### src/rtl/axi_rt_budget_bank_if.sv
// AW/AR handshake probe bundle feeding the RT budget bank.
// One happening bit, region index and byte count per channel.
interface axi_rt_budget_bank_if #(
    parameter int NumChannels    = 2,
    parameter int RegionIdxWidth = 2,
    parameter int BytesWidth     = 12
);
    logic [NumChannels-1:0]                ax_happening;
    logic [NumChannels*RegionIdxWidth-1:0] ax_region;
    logic [NumChannels*BytesWidth-1:0]     ax_bytes;

    modport master (
        output ax_happening,
        output ax_region,
        output ax_bytes
    );

    modport slave (
        input ax_happening,
        input ax_region,
        input ax_bytes
    );
endinterface

### src/rtl/axi_rt_budget_bank.sv
// Per-(channel, region) bandwidth budget / period counters for the RT path.
// Drives the isolate request when any running budget reaches zero.
module axi_rt_budget_bank #(
    parameter int NumChannels    = 2,
    parameter int NumRegions     = 4,
    parameter int PeriodWidth    = 32,
    parameter int BudgetWidth    = 32,
    parameter int BytesWidth     = 12,
    parameter int RegionIdxWidth = (NumRegions > 1) ? $clog2(NumRegions) : 1
) (
    input  logic                                    clk_i,
    input  logic                                    rst_i,
    input  logic                                    enable_i,
    input  logic                                    abort_i,
    input  logic [NumChannels-1:0]                  carry_en_i,
    axi_rt_budget_bank_if.slave                     ax_i,
    input  logic [NumChannels*NumRegions*BudgetWidth-1:0] budget_i,
    input  logic [NumChannels*NumRegions*PeriodWidth-1:0] period_i,
    output logic [NumChannels*NumRegions*BudgetWidth-1:0] budget_left_o,
    output logic [NumChannels*NumRegions*PeriodWidth-1:0] period_left_o,
    output logic [NumChannels*NumRegions-1:0]       exhausted_o,
    output logic [NumChannels*NumRegions-1:0]       overrun_o,
    output logic                                    isolate_o
);
    localparam int NumCnt = NumChannels * NumRegions;

    typedef enum logic {
        IDLE,
        RUN
    } state_e;

    state_e                 state_q  [NumCnt];
    state_e                 state_d  [NumCnt];
    logic [BudgetWidth-1:0] budget_q [NumCnt];
    logic [BudgetWidth-1:0] budget_d [NumCnt];
    logic [PeriodWidth-1:0] period_q [NumCnt];
    logic [PeriodWidth-1:0] period_d [NumCnt];
    logic                   overrun_q[NumCnt];
    logic                   overrun_d[NumCnt];

    always_comb begin
        int                   k;
        logic                 hit;
        logic [31:0]          rsel;
        logic [BudgetWidth-1:0] bud;
        logic [BudgetWidth-1:0] charge;
        logic [BudgetWidth-1:0] spent;
        logic [BudgetWidth-1:0] keep;
        logic [BudgetWidth:0]   sum;
        logic [PeriodWidth-1:0] per;
        for (int c = 0; c < NumChannels; c++) begin
            for (int r = 0; r < NumRegions; r++) begin
                k    = c * NumRegions + r;
                bud  = budget_i[k*BudgetWidth +: BudgetWidth];
                per  = period_i[k*PeriodWidth +: PeriodWidth];
                rsel = 32'(ax_i.ax_region[c*RegionIdxWidth +: RegionIdxWidth]);
                hit  = ax_i.ax_happening[c] && (rsel == 32'(r));
                charge = hit ?
                    BudgetWidth'(ax_i.ax_bytes[c*BytesWidth +: BytesWidth]) : '0;
                spent = (charge > budget_q[k]) ? '0 : budget_q[k] - charge;
                // Carry-over is capped at one full budget.
                keep = '0;
                if (carry_en_i[c]) begin
                    keep = (spent < bud) ? spent : bud;
                end
                sum = {1'b0, bud} + {1'b0, keep};

                state_d[k]   = state_q[k];
                budget_d[k]  = budget_q[k];
                period_d[k]  = period_q[k];
                overrun_d[k] = overrun_q[k];

                unique case (state_q[k])
                    IDLE: begin
                        if (enable_i) begin
                            state_d[k]  = RUN;
                            budget_d[k] = bud;
                            period_d[k] = per;
                        end
                    end
                    RUN: begin
                        if (!enable_i) begin
                            state_d[k]   = IDLE;
                            budget_d[k]  = '0;
                            period_d[k]  = '0;
                            overrun_d[k] = 1'b0;
                        end else if (abort_i) begin
                            budget_d[k]  = bud;
                            period_d[k]  = per;
                            overrun_d[k] = 1'b0;
                        end else begin
                            if (charge > budget_q[k]) begin
                                overrun_d[k] = 1'b1;
                            end
                            if (period_q[k] == PeriodWidth'(1)) begin
                                period_d[k] = per;
                                budget_d[k] = sum[BudgetWidth] ?
                                    '1 : sum[BudgetWidth-1:0];
                            end else begin
                                if (period_q[k] != '0) begin
                                    period_d[k] = period_q[k] - 1'b1;
                                end
                                budget_d[k] = spent;
                            end
                        end
                    end
                endcase
            end
        end
    end

    always_ff @(posedge clk_i) begin
        for (int k = 0; k < NumCnt; k++) begin
            if (rst_i) begin
                state_q[k]   <= IDLE;
                budget_q[k]  <= '0;
                period_q[k]  <= '0;
                overrun_q[k] <= 1'b0;
            end else begin
                state_q[k]   <= state_d[k];
                budget_q[k]  <= budget_d[k];
                period_q[k]  <= period_d[k];
                overrun_q[k] <= overrun_d[k];
            end
        end
    end

    always_comb begin
        budget_left_o = '0;
        period_left_o = '0;
        exhausted_o   = '0;
        overrun_o     = '0;
        for (int k = 0; k < NumCnt; k++) begin
            budget_left_o[k*BudgetWidth +: BudgetWidth] = budget_q[k];
            period_left_o[k*PeriodWidth +: PeriodWidth] = period_q[k];
            exhausted_o[k] = (state_q[k] == RUN) && (budget_q[k] == '0);
            overrun_o[k]   = overrun_q[k];
        end
    end

    assign isolate_o = |exhausted_o;
endmodule
### src/flat_wrapper.sv
// flat-port wrapper written by rule: the top's interface ports become plain ports
module axi_rt_budget_bank_flat 
#(
    parameter int NumChannels    = 2,
    parameter int NumRegions     = 4,
    parameter int PeriodWidth    = 32,
    parameter int BudgetWidth    = 32,
    parameter int BytesWidth     = 12,
    parameter int RegionIdxWidth = (NumRegions > 1) ? $clog2(NumRegions) : 1
)
  (clk_i, rst_i, enable_i, abort_i, carry_en_i, budget_i, period_i, budget_left_o, period_left_o, exhausted_o, overrun_o, isolate_o, ax_i_ax_happening, ax_i_ax_region, ax_i_ax_bytes);
  axi_rt_budget_bank_if #(.NumChannels(NumChannels), .RegionIdxWidth(RegionIdxWidth), .BytesWidth(BytesWidth)) ax_i_i ();
  input  logic clk_i;
  input  logic rst_i;
  input  logic enable_i;
  input  logic abort_i;
  input  logic [NumChannels-1:0] carry_en_i;
  input  logic [NumChannels*NumRegions*BudgetWidth-1:0] budget_i;
  input  logic [NumChannels*NumRegions*PeriodWidth-1:0] period_i;
  output logic [NumChannels*NumRegions*BudgetWidth-1:0] budget_left_o;
  output logic [NumChannels*NumRegions*PeriodWidth-1:0] period_left_o;
  output logic [NumChannels*NumRegions-1:0] exhausted_o;
  output logic [NumChannels*NumRegions-1:0] overrun_o;
  output logic isolate_o;
  input wire logic [$bits(ax_i_i.ax_happening)-1:0] ax_i_ax_happening;
  input wire logic [$bits(ax_i_i.ax_region)-1:0] ax_i_ax_region;
  input wire logic [$bits(ax_i_i.ax_bytes)-1:0] ax_i_ax_bytes;
  assign ax_i_i.ax_happening = ax_i_ax_happening;
  assign ax_i_i.ax_region = ax_i_ax_region;
  assign ax_i_i.ax_bytes = ax_i_ax_bytes;
  axi_rt_budget_bank #(.NumChannels(NumChannels), .NumRegions(NumRegions), .PeriodWidth(PeriodWidth), .BudgetWidth(BudgetWidth), .BytesWidth(BytesWidth), .RegionIdxWidth(RegionIdxWidth)) u_core (.clk_i(clk_i), .rst_i(rst_i), .enable_i(enable_i), .abort_i(abort_i), .carry_en_i(carry_en_i), .ax_i(ax_i_i), .budget_i(budget_i), .period_i(period_i), .budget_left_o(budget_left_o), .period_left_o(period_left_o), .exhausted_o(exhausted_o), .overrun_o(overrun_o), .isolate_o(isolate_o));
endmodule
### config.mk
export PLATFORM = sky130hd
export DESIGN_NAME = axi_rt_budget_bank_flat
export DESIGN_NICKNAME = d
export VERILOG_FILES = /design/src/rtl/axi_rt_budget_bank_if.sv /design/src/rtl/axi_rt_budget_bank.sv /design/src/flat_wrapper.sv
export SDC_FILE = /design/constraint.sdc
export NUM_CORES = 2
export LEC_CHECK = 0
export BUFFER_PORTS_ARGS = -buffer_cell sky130_fd_sc_hd__clkbuf_2
export CORE_AREA = 2 2 417 419
export CTS_CLUSTER_SIZE = 28
export DETAILED_ROUTE_END_ITERATION = 8
export DIE_AREA = 0 0 419 421
export SETUP_SLACK_MARGIN = 0.5
export SKIP_LAST_GASP = 1
export SLEW_MARGIN = 20
export SYNTH_ARGS = -nofsm -noshare
export SYNTH_HDL_FRONTEND = slang
export SYNTH_SLANG_ARGS = --single-unit
### constraint.sdc
create_clock -name clk_i -period 16.1 [get_ports clk_i]
set_input_delay 0.805 -clock clk_i [delete_from_list [all_inputs] [get_ports clk_i]]
set_output_delay 0.805 -clock clk_i [all_outputs]
set_load 0.01 [all_outputs]
==> impl_metrics.csv <==
group,metric,value,unit
run_status,status,"completed",
setup_path,cp-start-kind,"input pin",
grt,grt_first_pass_wirelength,469000,um
timing,max-slew-margin-rel,17.5,%
setup_path,crit_type,"input pin to flip-flop",
hold_path,hp-class,"input pin to flip-flop",
detailed_routing,dr.first_iter.drc_count,7883,
setup_path,max_stage_delay,910,ps
floorplan,rows,153,
timing,skew,41.3,ps
timing,min_period,11230,ps
job,maxCapViolations,0,
power,leakagePower,0.0338,uW
logic_synthesis,yosys.area_share.simple,23.2,%
power,p_sw,3090,uW
logic_synthesis,synth.area.mux_share,6.95,%
timing,fin_tns_setup,0,ps
grt,grt_pass1_vias,67800,
place,io_buffers,1076,
floorplan,boundaryPins,1077,
place,dp_hpwl,252000,um
logic_synthesis,synth_area_per_cell,7.18,um^2
floorplan,dieHeight,421,um
power,comb_power_share,50.5,%
floorplan,die_w,419,um
grt,overflow,0,
grt,grt_usage,35.3,%
setup_path,cp_slowest_cell,"and3_2",
floorplan,start_util,36.1,%
setup_path,crit_path_frequent_cell,"a21o_1",
clock_tree,cts_resized,0,
floorplan,core,0.172,mm^2
power,vdd_drop_max,0.0782,mV
logic_synthesis,syn_area,0.0622,mm^2
cells_and_area,utilization,42.2,%
logic_synthesis,synth_ff_type,"dfxtp_1",
timing,setup-violations-final,0,
setup_path,crit_path_end_kind,"flip-flop",
detailed_routing,wl_per_cell,27.5,um
place,dp_slack,4310,ps
setup_path,worstPathMaxFanout,32,
logic_synthesis,synthAdderAreaFrac,12.9,%
clock_tree,clkLatencyLatePin,730,ps
power,sequentialPowerShare,22.7,%
detailed_routing,postRouteAntennaNets,0,
clock_tree,cts_sinks,521,
timing,timing.final.crit_share,69.7,%
detailed_routing,dr.pass1.iters,6,
clock_tree,cts-hold-fix-buffers,0,
power,internal_power,3810,uW
timing,rsz0062_at_grt,"false",
setup_path,cp.arrival,11770,ps
timing,max_clock_freq,89.1,MHz
logic_synthesis,ys_seq_elements,521,
clock_tree,cts_root_buffer,"clkbuf_16",
detailed_routing,drc_errors,0,
timing,holdWs,347,ps
clock_tree,cts.path.max_buffers,3,
grt,antenna_found_initial,97,
logic_synthesis,ys_warn_count,0,
clock_tree,cts_tree,"built",
cells_and_area,fin_nets,10700,
cells_and_area,drive_gt1_share,15.8,%
logic_synthesis,seq_area_frac_synth,16.8,%
logic_synthesis,synth_area_leaders,"dfxtp_1 17%, ha_1 12%, nor2_1 7.5%",
timing,finalHoldViolations,0,
clock_tree,cts_setup_buffers,0,
place,place_congestion,1.05,
clock_tree,path_clk_slew,60,ps
logic_synthesis,synth_xor_area_share,6.92,%
clock_tree,cts_buffers,79,
floorplan,dieArea,0.176,mm^2
power,clock_power_share,26.8,%
detailed_routing,drt-total-wl,328000,um
logic_synthesis,synth_nets,9853,
setup_path,worstPathRequired,16650,ps
logic_synthesis,synth_compound_area_share,28.1,%
logic_synthesis,yosys.area.top_type,"dfxtp_1",
cells_and_area,area_growth,16.8,%
clock_tree,htreeDepth,3,
logic_synthesis,synth_top_area_share,16.8,%
grt,grt_max_degree,111,
logic_synthesis,synth_top_family_by_area,"compound AO/OA/AOI/OAI gates",
timing,slew_violations,0,
detailed_routing,num_vias,74000,
detailed_routing,viasPerCell,6.19,
timing,setup_slack,4870,ps
power,power.density,94.9,mW/mm^2
logic_synthesis,syn_inst,8673,
logic_synthesis,synth_enable_flop_cells,0,
timing,tightest_slew,1230,ps
power,p_sw_share,44.8,%
logic_synthesis,async_reset_ff_share,0,%
logic_synthesis,synth_cell_types,97,
-- worst max-delay path: cells and delay by family --
kind / cells / cell delay [ps]
adder cells (fa/ha/maj): 5 / 1580
AO/OA/AOI/OAI: 20 / 5350
buffers and inverters: 3 / 510
AND/OR/NAND/NOR: 8 / 3230
multiplexers: 1 / 270
-- layout make-up --
cell class | instances | area (um^2)
Sequential cell | 521 | 10400
Antenna cell | 80 | 200
Clock buffer | 116 | 2330
Multi-Input combinational cell | 7322 | 48900
Timing Repair Buffer | 1187 | 6270
Tap cell | 2325 | 2910
Fill cell | 18100 | 99800
Clock inverter | 21 | 272
Inverter | 378 | 1440
-- cells by family after synthesis --
logic type,Yosys count
and+or+nand+nor,3152
AOI/OAI and AO/OA,2621
buffers and inverters,830
adders and majority gates,632
DFF,521
xor gates and xnor gates,492
muxes,425
-- worst paths after layout --
path,startpoint,end,slack [ps],depth (start not counted)
min,period_i[253],u_core.period_q[1][125]$_SDFFE_PP0P_,350,3
min reg2reg,u_core.period_q[1][90]$_SDFFE_PP0P_,u_core.period_q[1][90]$_SDFFE_PP0P_,500,2
max,ax_i_ax_region[0],u_core.budget_q[0][48]$_SDFFE_PP0P_,4870,37
max reg2reg,u_core.budget_q[0][32]$_SDFFE_PP0P_,u_core.budget_q[0][48]$_SDFFE_PP0P_,5480,34
-- placed cells by master, fill, tap and decap left out, types with 110 or more instances in the layout --
cell type / n
nor2_1: 1227
clkbuf_2: 1073
nand2_1: 744
ha_1: 616
o21ai_0: 561
a21oi_1: 524
dfxtp_1: 520
inv_1: 373
mux2i_1: 367
xnor2_1: 321
nor3_1: 296
a21o_1: 260
o22ai_1: 193
xor2_1: 171
a211oi_1: 164
o221ai_1: 159
nand3_1: 153
nor4_1: 120
buf_4: 110
-- power groups by stage --
stage | sequential, uW | clock [uW] | combinational [uW]
floorplan | 1570 | 0 | 2360
global placement | 1580 | 0 | 3360
detailed placement | 1590 | 0 | 3390
CTS | 1560 | 1860 | 3410
global route | 1580 | 1900 | 3820
finish | 1570 | 1850 | 3490
-- layer usage --
layer / up-vias / global-route usage (%) / share of wire [%]
li1: 33800 / - / -
met1: 35300 / 44.2 / 40
met2: 3915 / 52.9 / 43
met3: 914 / 8.38 / 9.2
met4: 22 / 24.9 / 7.7
met5: - / 0 / 0.040
-- per-stage QoR --
step,std cells,power (uW),area (um^2)
floorplan,8673,3930,62200
global placement,11700,4940,69900
detailed placement,11700,4980,69900
CTS,11900,6840,72500
global route,11900,7290,72700
finish,12000,6900,72700
-- sequential cells by signal, indices dropped and copies added (netlist names) --
signal / flops
u_core.budget_q: 256
u_core.period_q: 256
u_core.overrun_q: 8
u_core.state_q: 1
-- synthesized netlist by cell type (all sizes together) (69+ instances only) --
cell       n
o31ai     75
ha       616
a221oi    69
nor2b     70
xor2     171
a211oi   178
nand2    748
dfxtp    521
nor3     301
o221ai   159
inv      375
a21oi    528
a22oi    108
or3       81
clkbuf   385
nor4     126
nor2    1249
xnor2    321
a21o     260
o22ai    193
mux2i    367
nand4     90
o21ai    580
nand3    154
Power figures use the tool's default switching activity.
